`config.mk`:
```
export PLATFORM = sky130hd
export DESIGN_NAME = fsk_demodulation
export DESIGN_NICKNAME = d
export VERILOG_FILES = /design/src/rtl/fsk_pkg.sv /design/src/rtl/fsk_vote_filter.sv /design/src/rtl/fsk_demodulation.sv
export SDC_FILE = /design/constraint.sdc
export NUM_CORES = 1
export LEC_CHECK = 0
export ABC_CLOCK_PERIOD_IN_PS = 2100
export CORE_MARGIN = 2
export CORE_UTILIZATION = 45
export CTS_BUF_LIST = sky130_fd_sc_hd__clkbuf_8
export CTS_CLUSTER_SIZE = 16
export DETAILED_ROUTE_END_ITERATION = 16
export PLACE_DENSITY = 0.83
export SLEW_MARGIN = 20
export SYNTH_ARGS = -nofsm -noshare
export SYNTH_HDL_FRONTEND = slang
export SYNTH_SLANG_ARGS = --single-unit
export TNS_END_PERCENT = 30
```
`constraint.sdc`:
```
create_clock -name clk -period 2.1 [get_ports clk]
set_input_delay 0.42 -clock clk [delete_from_list [all_inputs] [get_ports clk]]
set_output_delay 0.42 -clock clk [all_outputs]
set_load 0.005 [all_outputs]
```
`src/rtl/fsk_pkg.sv`:
```
// Shared FSK link constants, derived thresholds and the demodulator state type.
// P0/P1 are also used by fsk_modulation, so both ends agree on the tones.
package fsk_pkg;

    localparam int W       = 16;
    localparam int CNT_W   = 12;
    localparam int P0      = 64;
    localparam int P1      = 32;
    localparam int TIMEOUT = 256;
    localparam int VOTE    = 3;

    localparam logic [W-1:0] MID  = 16'h8000;
    localparam logic [W-1:0] HYST = 16'h0400;

    localparam logic [W-1:0] LO_TH = MID - HYST;
    localparam logic [W-1:0] HI_TH = MID + HYST;

    // Period classification limits, all folded to constants at elaboration.
    localparam logic [CNT_W-1:0] THR       = CNT_W'((P0 + P1) / 2);
    localparam logic [CNT_W-1:0] PMIN      = CNT_W'(P1 / 2);
    localparam logic [CNT_W-1:0] PMAX      = CNT_W'(2 * P0);
    localparam logic [CNT_W-1:0] TMO       = CNT_W'(TIMEOUT);
    localparam logic [CNT_W-1:0] CNT_ONE   = CNT_W'(1);
    localparam logic [CNT_W-1:0] CNT_MAX   = '1;

    typedef enum logic [2:0] {
        IDLE     = 3'd0,
        ACQ_LOW  = 3'd1,
        ACQ_HIGH = 3'd2,
        TRK_LOW  = 3'd3,
        TRK_HIGH = 3'd4
    } fsk_state_e;

endpackage

```
`src/rtl/fsk_vote_filter.sv`:
```
// Symbol agreement filter: dout follows sym_in only once the last VOTE
// accepted symbols (since the last clear) are all identical.
module fsk_vote_filter
    import fsk_pkg::*;
(
    input  logic clk,
    input  logic rst_n,
    input  logic clear,
    input  logic push,
    input  logic sym_in,
    output logic dout
);

    logic [VOTE-1:0] hist;
    logic [VOTE-1:0] hist_next;
    logic [3:0]      fill;
    logic [3:0]      fill_next;
    logic            agree;

    // fill tracks how many history slots hold real symbols since the last
    // clear, so cleared zeros never count as votes.
    always_comb begin
        hist_next    = hist;
        hist_next[0] = sym_in;
        for (int i = 1; i < VOTE; i++) begin
            hist_next[i] = hist[i-1];
        end
        fill_next = (fill < 4'(VOTE)) ? fill + 4'd1 : fill;
        agree     = (fill_next == 4'(VOTE)) && ((&hist_next) || !(|hist_next));
    end

    always_ff @(posedge clk or negedge rst_n) begin
        if (!rst_n) begin
            hist <= '0;
            fill <= '0;
            dout <= 1'b0;
        end else if (clear) begin
            hist <= '0;
            fill <= '0;
        end else if (push) begin
            hist <= hist_next;
            fill <= fill_next;
            if (agree) begin
                dout <= sym_in;
            end
        end
    end

endmodule

```
`src/rtl/fsk_demodulation.sv`:
```
// FSK receiver: hysteretic rising zero-crossing period measurement, mark/space
// classification, loss-of-lock detection and a vote filter on the output bit.
module fsk_demodulation
    import fsk_pkg::*;
(
    input  logic             clk,
    input  logic             reset_n,
    input  logic             enable,
    input  logic [W-1:0]     in_sample,
    output logic             Dout,
    output logic             sym_valid,
    output logic             sym,
    output logic [CNT_W-1:0] period,
    output logic             locked,
    output logic             err
);

    fsk_state_e       state, state_next;
    logic [W-1:0]     s_q;
    logic [CNT_W-1:0] counter, counter_d;
    logic [CNT_W-1:0] period_d;
    logic             sym_d, sym_valid_d, err_d, locked_d;
    logic             vote_clear, vote_push;
    logic             is_low, is_high, tracking, crossing, timeout, in_range;

    assign is_low   = (s_q < LO_TH);
    assign is_high  = (s_q > HI_TH);
    assign tracking = (state == TRK_LOW) || (state == TRK_HIGH);
    assign crossing = (state == TRK_HIGH) && is_high;
    // A crossing in the same cycle the counter hits the limit wins over timeout.
    assign timeout  = tracking && !crossing && (counter >= TMO);
    assign in_range = (counter >= PMIN) && (counter <= PMAX);

    always_ff @(posedge clk or negedge reset_n) begin
        if (!reset_n) begin
            state <= IDLE;
        end else begin
            state <= state_next;
        end
    end

    always_comb begin
        state_next = state;
        if (!enable) begin
            state_next = IDLE;
        end else begin
            case (state)
                IDLE:     state_next = ACQ_LOW;
                ACQ_LOW:  if (is_low) state_next = ACQ_HIGH;
                ACQ_HIGH: if (is_high) state_next = TRK_LOW;
                TRK_LOW: begin
                    if (timeout)     state_next = ACQ_LOW;
                    else if (is_low) state_next = TRK_HIGH;
                end
                TRK_HIGH: begin
                    if (crossing)     state_next = TRK_LOW;
                    else if (timeout) state_next = ACQ_LOW;
                end
                default:  state_next = IDLE;
            endcase
        end
    end

    always_comb begin
        counter_d   = counter;
        period_d    = period;
        sym_d       = sym;
        sym_valid_d = 1'b0;
        err_d       = 1'b0;
        locked_d    = locked;
        vote_clear  = 1'b0;
        vote_push   = 1'b0;
        if (!enable) begin
            counter_d  = '0;
            locked_d   = 1'b0;
            vote_clear = 1'b1;
        end else begin
            case (state)
                ACQ_HIGH: counter_d = is_high ? CNT_ONE : '0;
                TRK_LOW, TRK_HIGH: begin
                    if (crossing) begin
                        // counter equals clocks since the previous crossing cycle
                        counter_d = CNT_ONE;
                        if (in_range) begin
                            period_d    = counter;
                            sym_d       = (counter < THR);
                            sym_valid_d = 1'b1;
                            locked_d    = 1'b1;
                            vote_push   = 1'b1;
                        end else begin
                            err_d      = 1'b1;
                            locked_d   = 1'b0;
                            vote_clear = 1'b1;
                        end
                    end else if (timeout) begin
                        counter_d  = '0;
                        err_d      = 1'b1;
                        locked_d   = 1'b0;
                        vote_clear = 1'b1;
                    end else begin
                        counter_d = (counter == CNT_MAX) ? counter : counter + CNT_ONE;
                    end
                end
                default:  counter_d = '0;
            endcase
        end
    end

    always_ff @(posedge clk or negedge reset_n) begin
        if (!reset_n) begin
            s_q       <= MID;
            counter   <= '0;
            period    <= '0;
            sym       <= 1'b0;
            sym_valid <= 1'b0;
            err       <= 1'b0;
            locked    <= 1'b0;
        end else begin
            s_q       <= in_sample;
            counter   <= counter_d;
            period    <= period_d;
            sym       <= sym_d;
            sym_valid <= sym_valid_d;
            err       <= err_d;
            locked    <= locked_d;
        end
    end

    // Sampling sym_d on push keeps Dout on the same edge as sym_valid.
    fsk_vote_filter u_vote (
        .clk    (clk),
        .rst_n  (reset_n),
        .clear  (vote_clear),
        .push   (vote_push),
        .sym_in (sym_d),
        .dout   (Dout)
    );

endmodule
```
==> impl_metrics.env, run 1 <==
export IMPL_num_rows=25
export IMPL_finalSetupViolCount=0
export IMPL_hold_path_class="in -> async"
export IMPL_pin_count=36
export IMPL_synthAdderAreaFrac_pct=1.71
export IMPL_synthArstFlopShare_pct=100
export IMPL_synth_xor_area_share_pct=2.39
export IMPL_nNetsFinal=252
export IMPL_fin_crit_sh_pct=97.4
export IMPL_max_stage_delay_ps=440
export IMPL_final_cell_mix="dfrtp_1 (53), clkdlybuf4s50_1 (34), nor2_1 (15)"
export IMPL_slew_viol_final=0
export IMPL_regToRegStartpoint="state[0]"
export IMPL_cts_buffers=5
export IMPL_syn_area_per_cell_um2=12.6
export IMPL_drtIter0Drc=130
export IMPL_cap_violations=0
export IMPL_cts_tree="built"
export IMPL_skew_ps=9.25
export IMPL_period_needed_ps=2040
export IMPL_clkPwrFrac_pct=30.0
export IMPL_hold_viol_final=0
export IMPL_status="completed"
export IMPL_crit_buf_inv=1
export IMPL_critPathArrivalTime_ps=2240
export IMPL_synth_warnings=0
export IMPL_multiInputGateArea_um2=883
export IMPL_dieArea_um2=5450
export IMPL_fillCellCount=365
export IMPL_cts_max_path_buffers=2
export IMPL_synth_edf_count=0
export IMPL_post_cts_repair_setup_buffers=0
export IMPL_globalplace_congestion=0.888
export IMPL_synth_compound_area_share_pct=8.83
export IMPL_dp_cells=290
export IMPL_p_int_mw=1.36
export IMPL_p_seq_share_pct=62.0
export IMPL_io_buffers=35
export IMPL_cts_resized=1
export IMPL_clkLatencyLatePin_ps=300
export IMPL_startpoint="state[0]"
export IMPL_root_buffer="clkbuf_8"
export IMPL_die_w_um=73.9
export IMPL_synth_area_leaders="dfrtp_1 (60%), mux2_2 (4.1%), nor2_1 (2.6%)"
export IMPL_drc=0
export IMPL_antenna_found_initial=0
export IMPL_post_synth_num_cell_types=48
export IMPL_grt_use_total_pct=16.2
export IMPL_stdcell_count=297
export IMPL_syn_area_um2=2200
export IMPL_ys_ff_latch=54
export IMPL_grt_max_degree=55
export IMPL_vias=1547
export IMPL_firstDrtPassIters=4
export IMPL_clk_pin_slew_worst_paths_ps=80
export IMPL_crit_slowest_cell="or3b_4"
export IMPL_start_util_pct=46.5
export IMPL_ctsHtreeMaxLevel=2
export IMPL_avgRoutedWirePerCell_um=13.3
export IMPL_swShare_pct=21.9
export IMPL_drive_above_1_share_pct=19.1
export IMPL_place_hpwl_mm=2.74
export IMPL_diodes=0
export IMPL_cp_cell_sequence="or3b_4 -> a41oi_2 -> nand2_4 -> nor3_4 -> buf_12 -> mux2_2"
export IMPL_p_comb_share_pct=8.0
export IMPL_core_area_um2=4720
export IMPL_ys_seq_area_share_pct=61.6
export IMPL_synth_ff_type="dfrtp_1"
export IMPL_synth_simple_area_share_pct=17.7
export IMPL_rsz0062_at_grt="yes"
export IMPL_muxShareOfSynthArea_pct=5.98
export IMPL_worst_slack_ps=55.1
export IMPL_cp_max_fo=17
export IMPL_max_freq_mhz=489
export IMPL_crit_family="simple AND/OR/NAND/NOR gates"
export IMPL_ir_worst_vdd_uv=243
export IMPL_totalWireLength_mm=3.95
export IMPL_startpoint_type="flip-flop"
export IMPL_setup_worst_path_class="reg -> reg"
export IMPL_hold_buffers=0
export IMPL_powerDensity_nw_per_um2=602
export IMPL_synth_top_family_by_area="simple AND/OR/NAND/NOR gates"
export IMPL_grt_pass1_wl_mm=6.67
export IMPL_yosys_area_top_type="dfrtp_1"
export IMPL_crit_path_end_kind="flip-flop"
export IMPL_crit_required_ps=2290
export IMPL_grt_pass1_vias=1492
export IMPL_drt_antenna_violating_nets=0
export IMPL_p_sw_uw=382
export IMPL_final_common_cell="dfrtp_1"
export IMPL_dp_slack_ps=-104
export IMPL_gr_total_overflow=0
export IMPL_leakagePower_nw=1.32
export IMPL_synth_top_area_share_pct=60.4
export IMPL_vias_per_cell=5.21
export IMPL_area_delta_synth_final_pct=31.6
export IMPL_chipHeight_um=73.9
export IMPL_clock_sinks=54
export IMPL_synthCells=174
export IMPL_seq_area_um2=1350
-- cells in the mapped netlist (4+ instances only) --
library cell	instances
dfrtp_1	53
nor2_1	15
mux2_2	8
nand2_1	6
and3_1	5
inv_1	5
nor4_1	5
a21oi_1	4
and2_1	4
nand3_1	4
nor2b_1	4
nor3_1	4
o21ai_0	4
-- layout make-up --
cell class / count / area share (%)
multi-input combinational: 115 / 30.6
inverter: 5 / 0.649
clock inverter: 2 / 0.260
sequential: 54 / 46.8
tap: 67 / 2.90
clock buffer: 5 / 2.38
timing repair buffer: 49 / 16.5
-- final timing paths --
kind,cells after the start,slack (ps),endpoint
min in group clk,1,480,locked
min reg2reg,1,480,locked
max,6,60,period[0]
min,2,90,state[2]
max reg2reg,6,60,period[0]
max in group asynchronous,2,1730,s_q[15]
-- worst reg2reg max path, cell delays in order, from the launching register on --
cell	delay [ps]
dfrtp_1	400
or3b_4	440
a41oi_2	260
nand2_4	140
nor3_4	180
buf_12	180
mux2_2	350
-- power by group through the flow --
stage | logic, mW | registers [mW] | clock network [mW]
3_5_place_dp | 0.135 | 1.10 | 0
2_1_floorplan | 0.0502 | 1.10 | 0
3_3_place_gp | 0.133 | 1.10 | 0
6_report | 0.140 | 1.08 | 0.522
5_1_grt | 0.156 | 1.08 | 0.576
4_1_cts | 0.138 | 1.08 | 0.537
-- metrics by stage --
step                hold WS, ps  util [%]  area [um^2]  setup TNS [ps]  power [mW]
CTS                         116      59.9         2830               0        1.75
finish                     94.4      61.2         2890               0        1.74
floorplan                   124         -         2220               0        1.15
global route                133      61.2         2890            -209        1.81
global placement            430      58.3         2750           -58.6        1.23
detailed placement          449      58.3         2750            -104        1.23
-- sequential cells by signal, indices dropped and copies added, names as in the netlist, 2 cells and up --
register	cells
u_vote.hist	2
u_vote.fill	4
period	12
state	3
counter	12
s_q	16
-- cell families (layout without fill, tap and decap cells) --
| group | after synthesis | after routing |
|---|---|---|
| adders and majority gates | 3 | 3 |
| AOI/OAI and AO/OA | 26 | 26 |
| xor gates and xnor gates | 6 | 6 |
| muxes | 11 | 11 |
| buffers and inverters | 7 | 61 |
| other | 1 | 3 |
| DFF | 54 | 54 |
| and+or+nand+nor | 66 | 66 |
-- per-layer routing --
| layer | share of wire [%] | global-route usage (%) |
|---|---|---|
| met3 | 3.8 | 3.98 |
| met2 | 49 | 24.1 |
| met1 | 45 | 22.6 |
| met4 | 2.0 | 6.87 |
| met5 | 0 | 0 |
Note: power is estimated with default switching activity, not from simulation.
==> run 2: changes to the inputs <==
CTS_CLUSTER_DIAMETER = 100   (was default)
DONT_BUFFER_PORTS = 1   (was default)
PLACE_DENSITY = 0.73   (was 0.83)
==> run 2 against run 1 <==
  * Combinational power is 26% lower
  * Clock-buffer cell count stayed put
  * Die area stayed put
  * Via count is 10% lower
  * Sequential power hardly changed
  * Power is 5.8% higher
  * Setup slack better by 19 ps
  * Register-to-register slack better by 20 ps
==> impl_metrics.env, run 2 (synthesis gave the netlist of run 1 again) <==
export IMPL_startpoint_type="flip-flop"
export IMPL_fillCellCount=388
export IMPL_hold_viol_final=0
export IMPL_crit_path_end_kind="flip-flop"
export IMPL_slew_viol_final=0
export IMPL_regMostFlops="s_q"
export IMPL_skew_ps=9.28
export IMPL_gr_total_overflow=0
export IMPL_status="completed"
export IMPL_total_power_mw=1.84
export IMPL_area_delta_synth_final_pct=16.0
export IMPL_crit_buf_inv=1
export IMPL_drt_antenna_violating_nets=0
export IMPL_drc=0
export IMPL_root_buffer="clkbuf_8"
export IMPL_finalSetupViolCount=0
export IMPL_clk_pin_slew_worst_paths_ps=90
export IMPL_clock_sinks=54
export IMPL_drive_above_1_share_pct=20.9
export IMPL_core_area_um2=4720
export IMPL_largest_reg_flops=16
export IMPL_fin_crit_sh_pct=96.5
export IMPL_maxSlewHeadroom_pct=66.4
export IMPL_hold_path_class="in -> reg"
export IMPL_powerDensity_nw_per_um2=723
export IMPL_cap_violations=0
export IMPL_die_w_um=73.9
export IMPL_clkLatencyLatePin_ps=310
export IMPL_cts_max_path_buffers=2
export IMPL_crit_slowest_cell="or3b_4"
export IMPL_chipHeight_um=73.9
export IMPL_globalplace_congestion=0.740
export IMPL_ir_worst_vdd_uv=350
export IMPL_ctsHtreeMaxLevel=2
export IMPL_grt_max_degree=55
export IMPL_largestRegisters="s_q (16), counter (12), period (12)"
export IMPL_num_rows=25
export IMPL_max_freq_mhz=494
export IMPL_grt_pass1_vias=1391
export IMPL_totalWireLength_mm=3.82
export IMPL_setup_worst_path_class="reg -> reg"
export IMPL_crit_family="simple AND/OR/NAND/NOR gates"
export IMPL_grt_use_total_pct=15.5
export IMPL_dieArea_um2=5450
export IMPL_dp_cells=253
export IMPL_final_common_cell="dfrtp_1"
export IMPL_start_util_pct=46.5
export IMPL_place_hpwl_mm=2.64
export IMPL_final_util_pct=53.9
export IMPL_drtIter0Drc=97
export IMPL_holdWs_ps=102
export IMPL_final_cell_mix="dfrtp_1 (53), nor2_1 (15), buf_4 (11)"
export IMPL_crit_required_ps=2300
export IMPL_diodes=0
export IMPL_io_buffers=0
export IMPL_cts_tree="built"
export IMPL_period_needed_ps=2030
export IMPL_avgRoutedWirePerCell_um=14.5
export IMPL_grt_pass1_wl_mm=6.35
export IMPL_dp_slack_ps=38.5
export IMPL_cp_cell_sequence="or3b_4 -> a41oi_2 -> nand2_2 -> nor3_4 -> buf_12 -> mux2_2"
export IMPL_stdcell_count=263
export IMPL_worstMarginPinSlew_ps=502
export IMPL_nNetsFinal=217
export IMPL_vias_per_cell=5.29
export IMPL_antenna_found_initial=0
export IMPL_rsz0062_at_grt="yes"
export IMPL_worst_slack_ps=74.2
export IMPL_cp_max_fo=17
export IMPL_leakagePower_nw=1.18
export IMPL_max_stage_delay_ps=420
export IMPL_firstDrtPassIters=5
export IMPL_cts_buffers=5
export IMPL_pin_count=36
export IMPL_vias=1390
export IMPL_critPathArrivalTime_ps=2220
==> run 2: cell types whose count changed in the layout (fill, tap and decap cells not counted), sizes merged <==
cell	before	now
clkdlybuf4s50	34	0
bufinv	0	1
dlygate4sd3	0	1
buf	15	13
==> run 2: final cells by class <==
class,instances,area (um^2),share of cell area [%]
Sequential cell,54,1350,53.1
Inverter,5,18.8,0.737
Timing Repair Buffer,14,140,5.50
Multi-Input combinational cell,115,846,33.2
Clock buffer,5,68.8,2.70
Tap cell,67,83.8,3.29
Clock inverter,3,37.5,1.47
==> run 2: power by group <==
| part | total (mW) | internal, mW | switching, mW |
|---|---|---|---|
| logic | 0.103 | 0.0435 | 0.0591 |
| clock network | 0.661 | 0.347 | 0.314 |
| registers | 1.08 | 1.06 | 0.0128 |
| total | 1.84 | 1.46 | 0.386 |
==> run 2: metrics by stage <==
stage / instance area (um^2) / TNS, ps
3_5_place_dp: 2380 / 0
3_3_place_gp: 2380 / 0
4_1_cts: 2520 / 0
5_1_grt: 2550 / -20.6
6_report: 2550 / 0
2_1_floorplan: 2220 / 0
==> run 2: routing by layer <==
layer	vias to the layer above	GRT usage, %	share of wire, %	routed length (um)
met5	-	0	0	0
met1	683	19.6	43	1640
li1	670	-	-	-
met4	0	7.07	1.7	66
met3	5	6.17	5.9	226
met2	32	23.3	49	1890
==> run 2: path summary, 6_finish.rpt <==
check	start	to	slack, ps	cells past startpoint
hold reg to reg	locked	locked	530	1
setup / recovery	state[0]	period[6]	70	6
hold / removal	in_sample[15]	s_q[15]	100	0
setup reg to reg	state[0]	period[6]	70	6
min in group asynchronous	reset_n	s_q[14]	620	2
max in group asynchronous	reset_n	s_q[15]	1220	2
==> run 2: timing repair <==
action,in CTS,in global routing
buffers inserted,0,0
endpoints found under the hold margin,54,0
setup endpoints to repair,0,4
gates resized for setup,0,4
hold buffers,2,0
